<file path="src/rtl/amm_ctrl_arbiter_if.sv">
// amm_ctrl_arbiter_if: requester-side and master-side Avalon-MM signals of the control arbiter
interface amm_ctrl_arbiter_if #(
  parameter int NUM_REQ = 2,
  parameter int ADDR_W  = 32,
  parameter int DATA_W  = 32
);
  logic [NUM_REQ-1:0]        s_write;
  logic [NUM_REQ-1:0]        s_read;
  logic [NUM_REQ*ADDR_W-1:0] s_address;
  logic [NUM_REQ*DATA_W-1:0] s_writedata;
  logic [NUM_REQ-1:0]        s_waitrequest;
  logic [NUM_REQ-1:0]        s_readdatavalid;
  logic [DATA_W-1:0]         s_readdata;
  logic [NUM_REQ-1:0]        s_timeout;
  logic                      m_write;
  logic                      m_read;
  logic [ADDR_W-1:0]         m_address;
  logic [DATA_W-1:0]         m_writedata;
  logic                      m_waitrequest;
  logic                      m_readdatavalid;
  logic [DATA_W-1:0]         m_readdata;
  // The arbiter is the Avalon master towards the control slaves.
  modport master (
    input  s_write, s_read, s_address, s_writedata, m_waitrequest, m_readdatavalid, m_readdata,
    output s_waitrequest, s_readdatavalid, s_readdata, s_timeout, m_write, m_read, m_address, m_writedata
  );
  modport slave (
    output s_write, s_read, s_address, s_writedata, m_waitrequest, m_readdatavalid, m_readdata,
    input  s_waitrequest, s_readdatavalid, s_readdata, s_timeout, m_write, m_read, m_address, m_writedata
  );
endinterface

</file>
<file path="src/rtl/amm_ctrl_arbiter.sv">
// amm_ctrl_arbiter: round-robin share of one Avalon-MM control master with read routing and watchdog
module amm_ctrl_arbiter #(
  parameter int NUM_REQ   = 2,
  parameter int ADDR_W    = 32,
  parameter int DATA_W    = 32,
  parameter int TIMEOUT_W = 16,
  parameter logic [DATA_W-1:0] ERR_DATA = DATA_W'(32'hDEAD_BEEF)
) (
  input  logic                clock,
  input  logic                reset_n,
  amm_ctrl_arbiter_if.master  bus
);
  localparam int PW = NUM_REQ > 1 ? $clog2(NUM_REQ) : 1;
  // Last watchdog value before abort: a transaction may spend 2**TIMEOUT_W-1 cycles in CMD/RESP.
  localparam logic [TIMEOUT_W-1:0] WD_LAST = ~TIMEOUT_W'(1);

  typedef enum logic [1:0] {IDLE, CMD, RESP} state_t;

  state_t               state_q, state_d;
  logic [PW-1:0]        rr_ptr_q, rr_ptr_d, g_q, g_d, win, g_next;
  logic [TIMEOUT_W-1:0] wd_q, wd_d;
  logic                 m_write_q, m_write_d, m_read_q, m_read_d;
  logic [ADDR_W-1:0]    m_address_q, m_address_d;
  logic [DATA_W-1:0]    m_writedata_q, m_writedata_d;
  logic [NUM_REQ-1:0]   req, rdv_q, rdv_d, tout_q, tout_d, s_wait;
  logic [DATA_W-1:0]    rdata_q, rdata_d;
  logic                 found, accept, expire;

  assign req    = bus.s_read | bus.s_write;
  assign accept = state_q == CMD && (m_write_q | m_read_q) && !bus.m_waitrequest;
  assign expire = wd_q == WD_LAST;
  assign g_next = g_q == PW'(NUM_REQ - 1) ? '0 : g_q + 1'b1;

  // Round-robin search starting at rr_ptr, wrapping modulo NUM_REQ.
  always_comb begin
    int idx;
    found = 1'b0;
    win   = '0;
    idx   = 0;
    for (int k = 0; k < NUM_REQ; k++) begin
      idx = int'(rr_ptr_q) + k;
      idx = idx >= NUM_REQ ? idx - NUM_REQ : idx;
      if (!found && req[PW'(idx)]) begin
        found = 1'b1;
        win   = PW'(idx);
      end
    end
  end

  // State register.
  always_ff @(posedge clock or negedge reset_n) begin
    if (!reset_n) state_q <= IDLE;
    else          state_q <= state_d;
  end

  // Next state: a write completes on accept, a read waits for its response; the watchdog aborts either phase.
  always_comb begin
    state_d = state_q;
    case (state_q)
      IDLE:    state_d = found ? CMD : IDLE;
      CMD:     state_d = accept ? (m_write_q ? IDLE : RESP) : (expire ? IDLE : CMD);
      RESP:    state_d = (bus.m_readdatavalid || expire) ? IDLE : RESP;
      default: state_d = IDLE;
    endcase
  end

  // Outputs and datapath next values; a real response in the expiry cycle beats the abort.
  always_comb begin
    m_write_d     = m_write_q;
    m_read_d      = m_read_q;
    m_address_d   = m_address_q;
    m_writedata_d = m_writedata_q;
    g_d           = g_q;
    rr_ptr_d      = rr_ptr_q;
    rdv_d         = '0;
    tout_d        = '0;
    rdata_d       = rdata_q;
    s_wait        = '1;
    wd_d          = state_q == IDLE ? '0 : wd_q + 1'b1;
    if (state_q == IDLE && found) begin
      g_d           = win;
      m_write_d     = bus.s_write[win];
      m_read_d      = !bus.s_write[win];
      m_address_d   = bus.s_address[int'(win)*ADDR_W +: ADDR_W];
      m_writedata_d = bus.s_writedata[int'(win)*DATA_W +: DATA_W];
    end
    if (state_q == CMD && (accept || expire)) begin
      m_write_d    = 1'b0;
      m_read_d     = 1'b0;
      s_wait[g_q]  = 1'b0;
      rr_ptr_d     = (!accept || m_write_q) ? g_next : rr_ptr_q;
      tout_d[g_q]  = !accept;
    end
    if (state_q == RESP && (bus.m_readdatavalid || expire)) begin
      rr_ptr_d    = g_next;
      rdv_d[g_q]  = 1'b1;
      rdata_d     = bus.m_readdatavalid ? bus.m_readdata : ERR_DATA;
      tout_d[g_q] = !bus.m_readdatavalid;
    end
  end

  // Datapath registers; reset drops any transaction in flight without a response.
  always_ff @(posedge clock or negedge reset_n) begin
    if (!reset_n) begin
      m_write_q     <= 1'b0;
      m_read_q      <= 1'b0;
      m_address_q   <= '0;
      m_writedata_q <= '0;
      g_q           <= '0;
      rr_ptr_q      <= '0;
      wd_q          <= '0;
      rdv_q         <= '0;
      tout_q        <= '0;
      rdata_q       <= '0;
    end else begin
      m_write_q     <= m_write_d;
      m_read_q      <= m_read_d;
      m_address_q   <= m_address_d;
      m_writedata_q <= m_writedata_d;
      g_q           <= g_d;
      rr_ptr_q      <= rr_ptr_d;
      wd_q          <= wd_d;
      rdv_q         <= rdv_d;
      tout_q        <= tout_d;
      rdata_q       <= rdata_d;
    end
  end

  assign bus.m_write         = m_write_q;
  assign bus.m_read          = m_read_q;
  assign bus.m_address       = m_address_q;
  assign bus.m_writedata     = m_writedata_q;
  assign bus.s_waitrequest   = s_wait;
  assign bus.s_readdatavalid = rdv_q;
  assign bus.s_readdata      = rdata_q;
  assign bus.s_timeout       = tout_q;
endmodule
</file>
<file path="src/flat_wrapper.sv">
// flat-port wrapper written by rule: the top's interface ports become plain ports
module amm_ctrl_arbiter_flat 
#(
  parameter int NUM_REQ   = 2,
  parameter int ADDR_W    = 32,
  parameter int DATA_W    = 32,
  parameter int TIMEOUT_W = 16,
  parameter logic [DATA_W-1:0] ERR_DATA = DATA_W'(32'hDEAD_BEEF)
)
  (clock, reset_n, bus_s_write, bus_s_read, bus_s_address, bus_s_writedata, bus_m_waitrequest, bus_m_readdatavalid, bus_m_readdata, bus_s_waitrequest, bus_s_readdatavalid, bus_s_readdata, bus_s_timeout, bus_m_write, bus_m_read, bus_m_address, bus_m_writedata);
  amm_ctrl_arbiter_if #(.NUM_REQ(NUM_REQ), .ADDR_W(ADDR_W), .DATA_W(DATA_W)) bus_i ();
  input  logic clock;
  input  logic reset_n;
  input wire logic [$bits(bus_i.s_write)-1:0] bus_s_write;
  input wire logic [$bits(bus_i.s_read)-1:0] bus_s_read;
  input wire logic [$bits(bus_i.s_address)-1:0] bus_s_address;
  input wire logic [$bits(bus_i.s_writedata)-1:0] bus_s_writedata;
  input wire logic [$bits(bus_i.m_waitrequest)-1:0] bus_m_waitrequest;
  input wire logic [$bits(bus_i.m_readdatavalid)-1:0] bus_m_readdatavalid;
  input wire logic [$bits(bus_i.m_readdata)-1:0] bus_m_readdata;
  output wire logic [$bits(bus_i.s_waitrequest)-1:0] bus_s_waitrequest;
  output wire logic [$bits(bus_i.s_readdatavalid)-1:0] bus_s_readdatavalid;
  output wire logic [$bits(bus_i.s_readdata)-1:0] bus_s_readdata;
  output wire logic [$bits(bus_i.s_timeout)-1:0] bus_s_timeout;
  output wire logic [$bits(bus_i.m_write)-1:0] bus_m_write;
  output wire logic [$bits(bus_i.m_read)-1:0] bus_m_read;
  output wire logic [$bits(bus_i.m_address)-1:0] bus_m_address;
  output wire logic [$bits(bus_i.m_writedata)-1:0] bus_m_writedata;
  assign bus_i.s_write = bus_s_write;
  assign bus_i.s_read = bus_s_read;
  assign bus_i.s_address = bus_s_address;
  assign bus_i.s_writedata = bus_s_writedata;
  assign bus_i.m_waitrequest = bus_m_waitrequest;
  assign bus_i.m_readdatavalid = bus_m_readdatavalid;
  assign bus_i.m_readdata = bus_m_readdata;
  assign bus_s_waitrequest = bus_i.s_waitrequest;
  assign bus_s_readdatavalid = bus_i.s_readdatavalid;
  assign bus_s_readdata = bus_i.s_readdata;
  assign bus_s_timeout = bus_i.s_timeout;
  assign bus_m_write = bus_i.m_write;
  assign bus_m_read = bus_i.m_read;
  assign bus_m_address = bus_i.m_address;
  assign bus_m_writedata = bus_i.m_writedata;
  amm_ctrl_arbiter #(.NUM_REQ(NUM_REQ), .ADDR_W(ADDR_W), .DATA_W(DATA_W), .TIMEOUT_W(TIMEOUT_W), .ERR_DATA(ERR_DATA)) u_core (.clock(clock), .reset_n(reset_n), .bus(bus_i));
endmodule
</file>
<file path="config.mk">
export PLATFORM = sky130hd
export DESIGN_NAME = amm_ctrl_arbiter_flat
export DESIGN_NICKNAME = d
export VERILOG_FILES = /design/src/rtl/amm_ctrl_arbiter_if.sv /design/src/rtl/amm_ctrl_arbiter.sv /design/src/flat_wrapper.sv
export SDC_FILE = /design/constraint.sdc
export NUM_CORES = 1
export LEC_CHECK = 0
export ABC_AREA = 1
export CAP_MARGIN = 20
export CORE_ASPECT_RATIO = 1.5
export CORE_MARGIN = 5
export CORE_UTILIZATION = 33
export DETAILED_ROUTE_END_ITERATION = 10
export PLACE_DENSITY = 0.77
export SETUP_SLACK_MARGIN = 0.1
export SYNTH_ARGS = -nofsm -noshare
export SYNTH_HDL_FRONTEND = slang
export SYNTH_SLANG_ARGS = --single-unit
</file>
<file path="constraint.sdc">
create_clock -name clock -period 2.7 [get_ports clock]
set_input_delay 0.54 -clock clock [delete_from_list [all_inputs] [get_ports clock]]
set_output_delay 0.54 -clock clock [all_outputs]
set_load 0.01 [all_outputs]
</file>
# Yosys cells after proc, flatten, opt, wreduce, memory -nomap -nowiden
# Cells that the tools add are included.
[word_totals] register_bits=122 in_bits=168 output_inout_bits=104
[op_classes] shifts=2 muxes=35 eq_ne=3 reduce_logical=20 bitwise=4 n_lt_le_gt_ge=7 addsub=5
[ops] op="variable part select 64 x 7 -> 32 bit" count=2
[ops] op="two-way mux 32 bit" count=1
[ops] op="two-way mux 1 bit" count=23
[ops] op="adder 16 x 1 -> 16 bit (second input constant)" count=1
[ops] op="== test 16 bit (second input constant)" count=1
[ops] op="two-way mux 16 bit" count=1
[ops] op="two-way mux 2 bit" count=7
[ops] op="logical AND 1 bit" count=7
[ops] op="< comparator 1 x 3 -> 1 bit (second input constant)" count=2
[ops] op="case mux 2 bit (3 select lines)" count=1
[ops] op="nonzero test 2 bit" count=3
[ops] op="logical NOT 1 bit" count=5
[ops] op="< comparator 1 x 2 -> 1 bit (second input constant)" count=2
[ops] op="logical OR 1 bit" count=3
[ops] op="adder 1 x 1 -> 2 bit (second input constant)" count=1
[ops] op="AND 2 bit" count=1
[ops] op="bitwise mux 2 bit" count=1
[ops] op="== test 2 x 1 -> 1 bit (second input constant)" count=1
[ops] op="== test 2 bit (second input constant)" count=1
[ops] op="greater-or-equal comparator 1 x 2 -> 1 bit (second input constant)" count=1
[ops] op="greater-or-equal comparator 2 bit (second input constant)" count=1
[ops] op="logical NOT 2 bit" count=1
[ops] op="NOT 2 bit" count=1
[ops] op="bitwise OR 1 bit" count=2
[ops] op="other kinds (5)" count=6

# Depth between registers and ports, before layout
# Gate-level depths: netlist (run 1).
[depth] ltp_word=14 ltp_mapped=11 ltp_nobuf=10

# Worst setup path before layout (run 1)
# No wires, ideal clock.
[synth_timing] path_kind="reg-to-output" from="reg u_core.wd_q[0]" to="out bus_s_waitrequest[0]" path_buffers=0 slack_ps=1012 required_time_ps=2160 arrival_time_ps=1148 stages_incl_launch_ff=8 path_cell_list="dfrtp_1 -> inv_1 -> ha_1 -> nand2_1 -> nor2_1 -> nand2_1 -> o21ai_2 -> nand3_1"
[synth_between] elab_chain_cells=4
[synth_lines] item="from (decl)" line_no="amm_ctrl_arbiter.sv:21" rtl="logic [TIMEOUT_W-1:0] wd_q, wd_d;"
[synth_lines] item="from (signal assigned)" line_no="amm_ctrl_arbiter.sv:122" rtl="wd_q <= wd_d;"
[synth_lines] item="== test 16 bit" line_no="amm_ctrl_arbiter.sv:31" rtl="assign expire = wd_q == WD_LAST;"
[synth_lines] item="logical OR 1 bit" line_no="amm_ctrl_arbiter.sv:87" rtl="if (state_q == CMD && (accept || expire)) begin"
[synth_lines] item="logical AND 1 bit" line_no="amm_ctrl_arbiter.sv:87"
[synth_lines] item="two-way mux 2 bit" line_no="amm_ctrl_arbiter.sv:87"
[synth_lines] item="to (decl)" line_no="flat_wrapper.sv:21" rtl="output wire logic [$bits(bus_i.s_waitrequest)-1:0] bus_s_waitrequest;"
# No other way between the ends.

# Worst setup path in the final report (run 1)
[layout_timing] from="reg u_core.wd_q[0]" to="out bus_s_waitrequest[1]"
# The elaborated chain is that of the path after synthesis.

==> impl_metrics.tcl, run 1 <==
set metrics [dict create \
    utilization 0.555 \
    syn_nets 827 \
    timing.hold.ws_ns 0.132 \
    drive_gt1_frac 0.0632 \
    wirelength_mm 17.5 \
    min_period_over_period 0.907 \
    tns_ns 0 \
    die_w_um 115 \
    clock_skew_ns 0.0122 \
    syn_inst 657 \
    clk-insertion-delay-late_ns 0.40 \
    drt-pass1-iter-count 4 \
    drcViolationCount 0 \
    p_comb_frac 0.432 \
    antenna_left 0 \
    drtIter0Drc 246 \
    ys_types 24 \
    power.density_nw_per_um2 1020 \
    cts_hold_buf 0 \
    grt.total_usage 0.179 \
    grt_max_degree 88 \
    finalSetupViolations 0 \
    cts_root_buffer "clkbuf_16" \
    hold_viol 0 \
    io_pins 272 \
    report.final.slew_viol_count 0 \
    required_ns 2.16 \
    critical_path_class "flop to output port" \
    dieArea_um2 19200 \
    p_clk_frac 0.240 \
    grt_antenna_before_repair 0 \
    clock_path_buffers 2 \
    p_int_mw 5.78 \
    wl_per_cell_um 15.4 \
    outcome "finished clean" \
    power_mw 9.13 \
    syn_area_um2 5450 \
    synth_top_family_by_area "simple AND/OR/NAND/NOR gates" \
    numClockSinks 122 \
    vias 5446 \
    seqPwrFrac 0.328 \
    synth-compound-area-share 0.144 \
    hold_class "input port to async pin" \
    setup_ws_ns 0.250 \
    grt_pass1_wl_mm 27.7 \
    coreArea_um2 16200 \
    grt_pass1_vias 5486 \
    rsz0062_at_grt "false" \
    grt_overflow 0 \
    synthToLayoutAreaGrowth_pct 64.9 \
    cts_buffers 17 \
    ys_seq_area_frac 0.560 \
    synth_xor_area_frac 0.00161 \
    nNetsFinal 1090 \
    max_freq_ghz 0.408 \
    p_sw_mw 3.35 \
    diodes 0 \
    cts_tree "built" \
    synthAdderAreaFrac 0.00459 \
    dp_hpwl_mm 12.6 \
    portBuffers 270 \
    cp-end-kind "output port" \
    cp_max_fo 5 \
    row_count 57 \
    yosys.area_share.simple 0.237 \
    fp.dieH_um 167 \
    cp-start-kind "flop" \
    p_leak_nw 3.77 \
    slew_headroom 0.564 \
    htree_levels 4 \
    initial_utilization 0.337 \
    yosys_warnings 0 \
    ys_ff_latch 122 \
    arrival_ns 1.91 \
    post_drt_via_cell_ratio 4.78 \
    tightestPinTransition_ns 0.653 \
    ir_drop_uv 578 \
    avgSynthCellArea_um2 8.29 \
    clk_pin_slew_worst_paths_ns 0.06 \
    period_needed_ns 2.45 \
    synth.area.mux_share 0 \
    gp_congestion 0.811 \
    swShare 0.367 \
    cap_violations 0 \
    pre_cts_ws_ns 0.161 \
]
[synth_stat cells]
master    number  area [um2]
buf_6          2        22.5
nand2_1      123         462
clkbuf_1      29         109
o21ai_1        7        35.0
nand2_2        1        6.26
o211ai_1       1        7.51
nor3_1        61         305
buf_2          6        30.0
o21ai_2        6        52.6
nor2_4         1        11.3
xor2_1         1        8.76
buf_4          3        22.5
a21oi_1       10        50.1
inv_1         25        93.8
nand3b_1       1        7.51
clkinv_1       1        3.75
nand3_1        9        45.0
a31oi_1        1        6.26
ha_1           2        25.0
a21oi_2        1        8.76
dfrtp_1      122        3050
nor2_1       115         432
o21ai_0      125         626
nand4_1        4        25.0
[per-stage QoR]
stage          area (um2)  cells
2_1_floorplan        5450    657
5_1_grt              8980   1139
3_5_place_dp         8380   1105
3_3_place_gp         8380   1105
4_1_cts              8960   1138
6_report             8980   1139
[cell type report]
| type | count | area, um2 |
|---|---|---|
| fill | 1482 | 7210 |
| clock buffer | 17 | 425 |
| tap | 206 | 258 |
| clock inverter | 15 | 149 |
| sequential | 122 | 3050 |
| multi-input combinational | 469 | 2130 |
| timing repair buffer | 284 | 2870 |
| inverter | 26 | 97.6 |
[worst max-delay path, cell delays in order, from the launching register on]
cell and delay (ns):
dfrtp_1 0.42, inv_1 0.07, ha_1 0.14, nand2_1 0.05, nor2_1 0.11, nand2_2 0.11, o21ai_4 0.19, nand3_1 0.12
dlygate4sd2_1 0.31
[registers in the layout (all words and copies together), names as in the netlist]
| signal | flops |
|---|---|
| u_core.bus.m_read | 1 |
| u_core.wd_q | 16 |
| u_core.bus.s_readdatavalid | 2 |
| u_core.bus.s_timeout | 2 |
| u_core.bus.s_readdata | 32 |
| u_core.rr_ptr_q | 1 |
| u_core.bus.m_write | 1 |
| u_core.bus.m_writedata | 32 |
| u_core.g_q | 1 |
| u_core.bus.m_address | 32 |
| u_core.state_q | 2 |
[power by group through the flow]
| stage | Sequential (mW) | Clock, mW | Combinational (mW) |
|---|---|---|---|
| floorplan | 3.31 | 0 | 1.47 |
| global placement | 2.98 | 0 | 3.94 |
| detailed placement | 3.02 | 0 | 4.00 |
| CTS | 3.00 | 2.26 | 4.02 |
| global route | 3.11 | 2.35 | 4.34 |
| finish | 3.00 | 2.19 | 3.95 |
[layer usage]
metal,routed length (um),share of wire,global-route usage,vias to the layer above
li1,-,-,-,2702
met3,1470,0.084,0.0599,27
met4,487,0.028,0.0689,0
met1,6560,0.37,0.198,2495
met5,0,0,0,-
met2,8990,0.51,0.313,222
[cell families (layout without fill, tap and decap cells)]
kind of cell	count (synthesis)	after routing
simple gates	315	315
buf+inv	66	342
xor+xnor	1	1
flops	122	122
compound gates	151	151
fa+ha+maj	2	2
[final timing paths]
kind                                                startpoint                                    end  slack (ns)  cells past startpoint
max in group asynchronous                              reset_n  u_core.bus.m_writedata[6]$_DFFE_PN0P_        1.84                      2
min in group clock         u_core.bus.m_address[2]$_DFFE_PN0P_    u_core.bus.m_address[2]$_DFFE_PN0P_        0.48                      2
max                                   u_core.wd_q[0]$_DFF_PN0_                   bus_s_waitrequest[1]        0.25                      8
min                                                    reset_n  u_core.bus.s_readdata[12]$_DFFE_PN0P_        0.13                      1
min reg2reg                u_core.bus.m_address[2]$_DFFE_PN0P_    u_core.bus.m_address[2]$_DFFE_PN0P_        0.48                      2
max reg2reg                           u_core.wd_q[0]$_DFF_PN0_  u_core.bus.s_readdata[16]$_DFFE_PN0P_        0.74                      9
[cells in the final DEF (no fill, tap or decap), types with 10 or more instances in the layout]
cell,instances
a21oi_1,10
buf_4,10
clkbuf_16,17
clkdlybuf4s50_1,267
dfrtp_1,122
inv_1,23
nand2_1,121
nor2_1,115
nor3_1,61
o21ai_0,125
[what timing repair did]
action,in CTS,in global routing
buffers inserted,1,1
resized for setup,2,2
setup endpoints to repair,2,2
pin swaps,1,1
Power figures use the tool's default switching activity.
==> run 2: changes to the inputs <==
==> constraint.sdc (replaced) <==
create_clock -name clock -period 2.7 [get_ports clock]
set_input_delay 0.54 -clock clock [delete_from_list [all_inputs] [get_ports clock]]
set_output_delay 0.54 -clock clock [all_outputs]
set_load 0.05 [all_outputs]
==> run 2 against run 1 <==
- global-route usage fell by 0.23 points
- clock-buffer cell count grew 1
- non-clock buffer count is 1 lower
- critical path type unchanged
- highest routed layer unchanged
==> impl_metrics.tcl, run 2 (synthesis results as in run 1) <==
set metrics [dict create \
    p_leak_nw 3.80 \
    wl_per_cell_um 15.0 \
    power.density_nw_per_um2 1250 \
    cp-end-kind "output port" \
    nNetsFinal 1089 \
    tns_ns 0 \
    grt_overflow 0 \
    wirelength_mm 17.0 \
    grt_pass1_vias 5290 \
    finalSetupViolations 0 \
    io_pins 272 \
    hold_class "flop to flop" \
    crit_family "simple AND/OR/NAND/NOR gates" \
    outcome "finished clean" \
    crit_slowest_cell "dfrtp_1" \
    rsz0062_at_grt "false" \
    cap_violations 0 \
    worstPathCellList "inv_1, ha_1, nand2_1, nor2_1, nand2_1, o21ai_4, nand3_1, buf_12" \
    dieArea_um2 19200 \
    min_period_over_period 0.902 \
    coreArea_um2 16200 \
    drive_gt1_frac 0.0612 \
    cts_tree "built" \
    clock_skew_ns 0.0262 \
    cp-start-kind "flop" \
    grt_max_degree 88 \
    critPathBufInv 2 \
    post_cts_buffers 0 \
    drt-pass1-iter-count 5 \
    cp_max_fo 5 \
    cts_root_buffer "clkbuf_16" \
    grt_antenna_before_repair 0 \
    synthToLayoutAreaGrowth_pct 65.7 \
    tightestPinTransition_ns 0.599 \
    hold_viol 0 \
    gp_congestion 0.827 \
    clock_path_buffers 2 \
    slew_headroom 0.599 \
    max_stage_delay_ns 0.42 \
    post_drt_via_cell_ratio 4.70 \
    cts_buffers 17 \
    grt_pass1_wl_mm 27.2 \
    drcViolationCount 0 \
    clk-insertion-delay-late_ns 0.41 \
    report.final.slew_viol_count 0 \
    antenna_left 0 \
    portBuffers 270 \
    initial_utilization 0.337 \
    ir_drop_uv 712 \
    row_count 57 \
    vias 5351 \
    crit_top_cell "nand2_1" \
    mostFrequentLayoutCells "clkdlybuf4s50_1 (267), o21ai_0 (125), nand2_1 (122), dfrtp_1 (122), nor2_1 (115)" \
    numClockSinks 122 \
    arrival_ns 1.90 \
    htree_levels 4 \
    utilization 0.557 \
    period_needed_ns 2.44 \
    die_w_um 115 \
    drtIter0Drc 280 \
    max_freq_ghz 0.411 \
    fp.dieH_um 167 \
    critical_path_class "flop to output port" \
    required_ns 2.16 \
    final_common_cell "clkdlybuf4s50_1" \
    clk_pin_slew_worst_paths_ns 0.06 \
    dp_hpwl_mm 12.4 \
    diodes 0 \
    grt.total_usage 0.177 \
]
[run 2: cell types whose count changed in the layout (fill, tap and decap cells not counted), moves of 2 or more]
| cell | delta |
|---|---|
| inv_8 | -2 |
| buf_12 | +3 |
| dlygate4sd2_1 | -2 |
| bufinv_16 | +2 |
| clkinv_4 | +3 |
| clkinvlp_4 | -2 |
| clkinv_8 | -2 |
| buf_4 | -3 |
[run 2: report_power, final]
group | internal [mW] | switching, mW | total [mW] | leakage [nW]
Clock | 1.38 | 0.893 | 2.28 | 0.284
Sequential | 2.57 | 0.422 | 2.99 | 1.53
Combinational | 2.01 | 4.05 | 6.05 | 1.98
Total | 5.96 | 5.36 | 11.3 | 3.80
[run 2: metal layers]
metal,wire (um),GRT usage
met5,0,0
met4,265,0.0531
met3,1530,0.0643
met2,8700,0.306
met1,6550,0.203
[run 2: path summary, 6_finish.rpt]
kind / cells past startpoint / from / endpoint / slack [ns]
setup / recovery: 8 / u_core.wd_q[0]$_DFF_PN0_ / bus_s_waitrequest[0] / 0.26
hold / removal: 2 / u_core.bus.m_address[7]$_DFFE_PN0P_ / u_core.bus.m_address[7]$_DFFE_PN0P_ / 0.48
setup reg to reg: 10 / u_core.wd_q[0]$_DFF_PN0_ / u_core.bus.s_timeout[1]$_DFF_PN0_ / 0.67
hold reg to reg: 2 / u_core.bus.m_address[7]$_DFFE_PN0P_ / u_core.bus.m_address[7]$_DFFE_PN0P_ / 0.48
max in group asynchronous: 3 / reset_n / u_core.bus.m_writedata[1]$_DFFE_PN0P_ / 1.41
min in group asynchronous: 2 / reset_n / u_core.bus.m_writedata[17]$_DFFE_PN0P_ / 0.57
[run 2: final cells by class]
type                    count  area (um2)
clock buffers              18         429
clock inverters            14         161
fillers                  1464        7160
inverters                  26        97.6
multi-input cells         469        2130
flip-flops and latches    122        3050
well taps                 206         258
repair buffers            283        2900
[run 2: timing repair]
action                                  CTS  global route
hold endpoints to repair                 16             0
hold buffers                              1             0
gates resized for setup                   0             1
endpoints found under the setup margin    0             2
[run 2: tightest hold or removal path: cells and delay by family (launching register included)]
kind	cells	cell delay, ns
AOI/OAI and AO/OA	1	0.06
and+or+nand+nor	1	0.05
DFF	1	0.34
[run 2: through the flow]
stage	instance area (um2)	setup slack (ns)	total power, mW	hold WS (ns)	cells
finish	9020	0.265	11.3	0.481	1138
global route	9020	0.106	12.0	0.507	1138
CTS	9020	0.203	11.5	0.486	1138
detailed placement	8420	0.442	9.14	0.431	1105
global placement	8420	0.456	9.05	0.433	1105
floorplan	5450	0.732	6.84	0.244	657
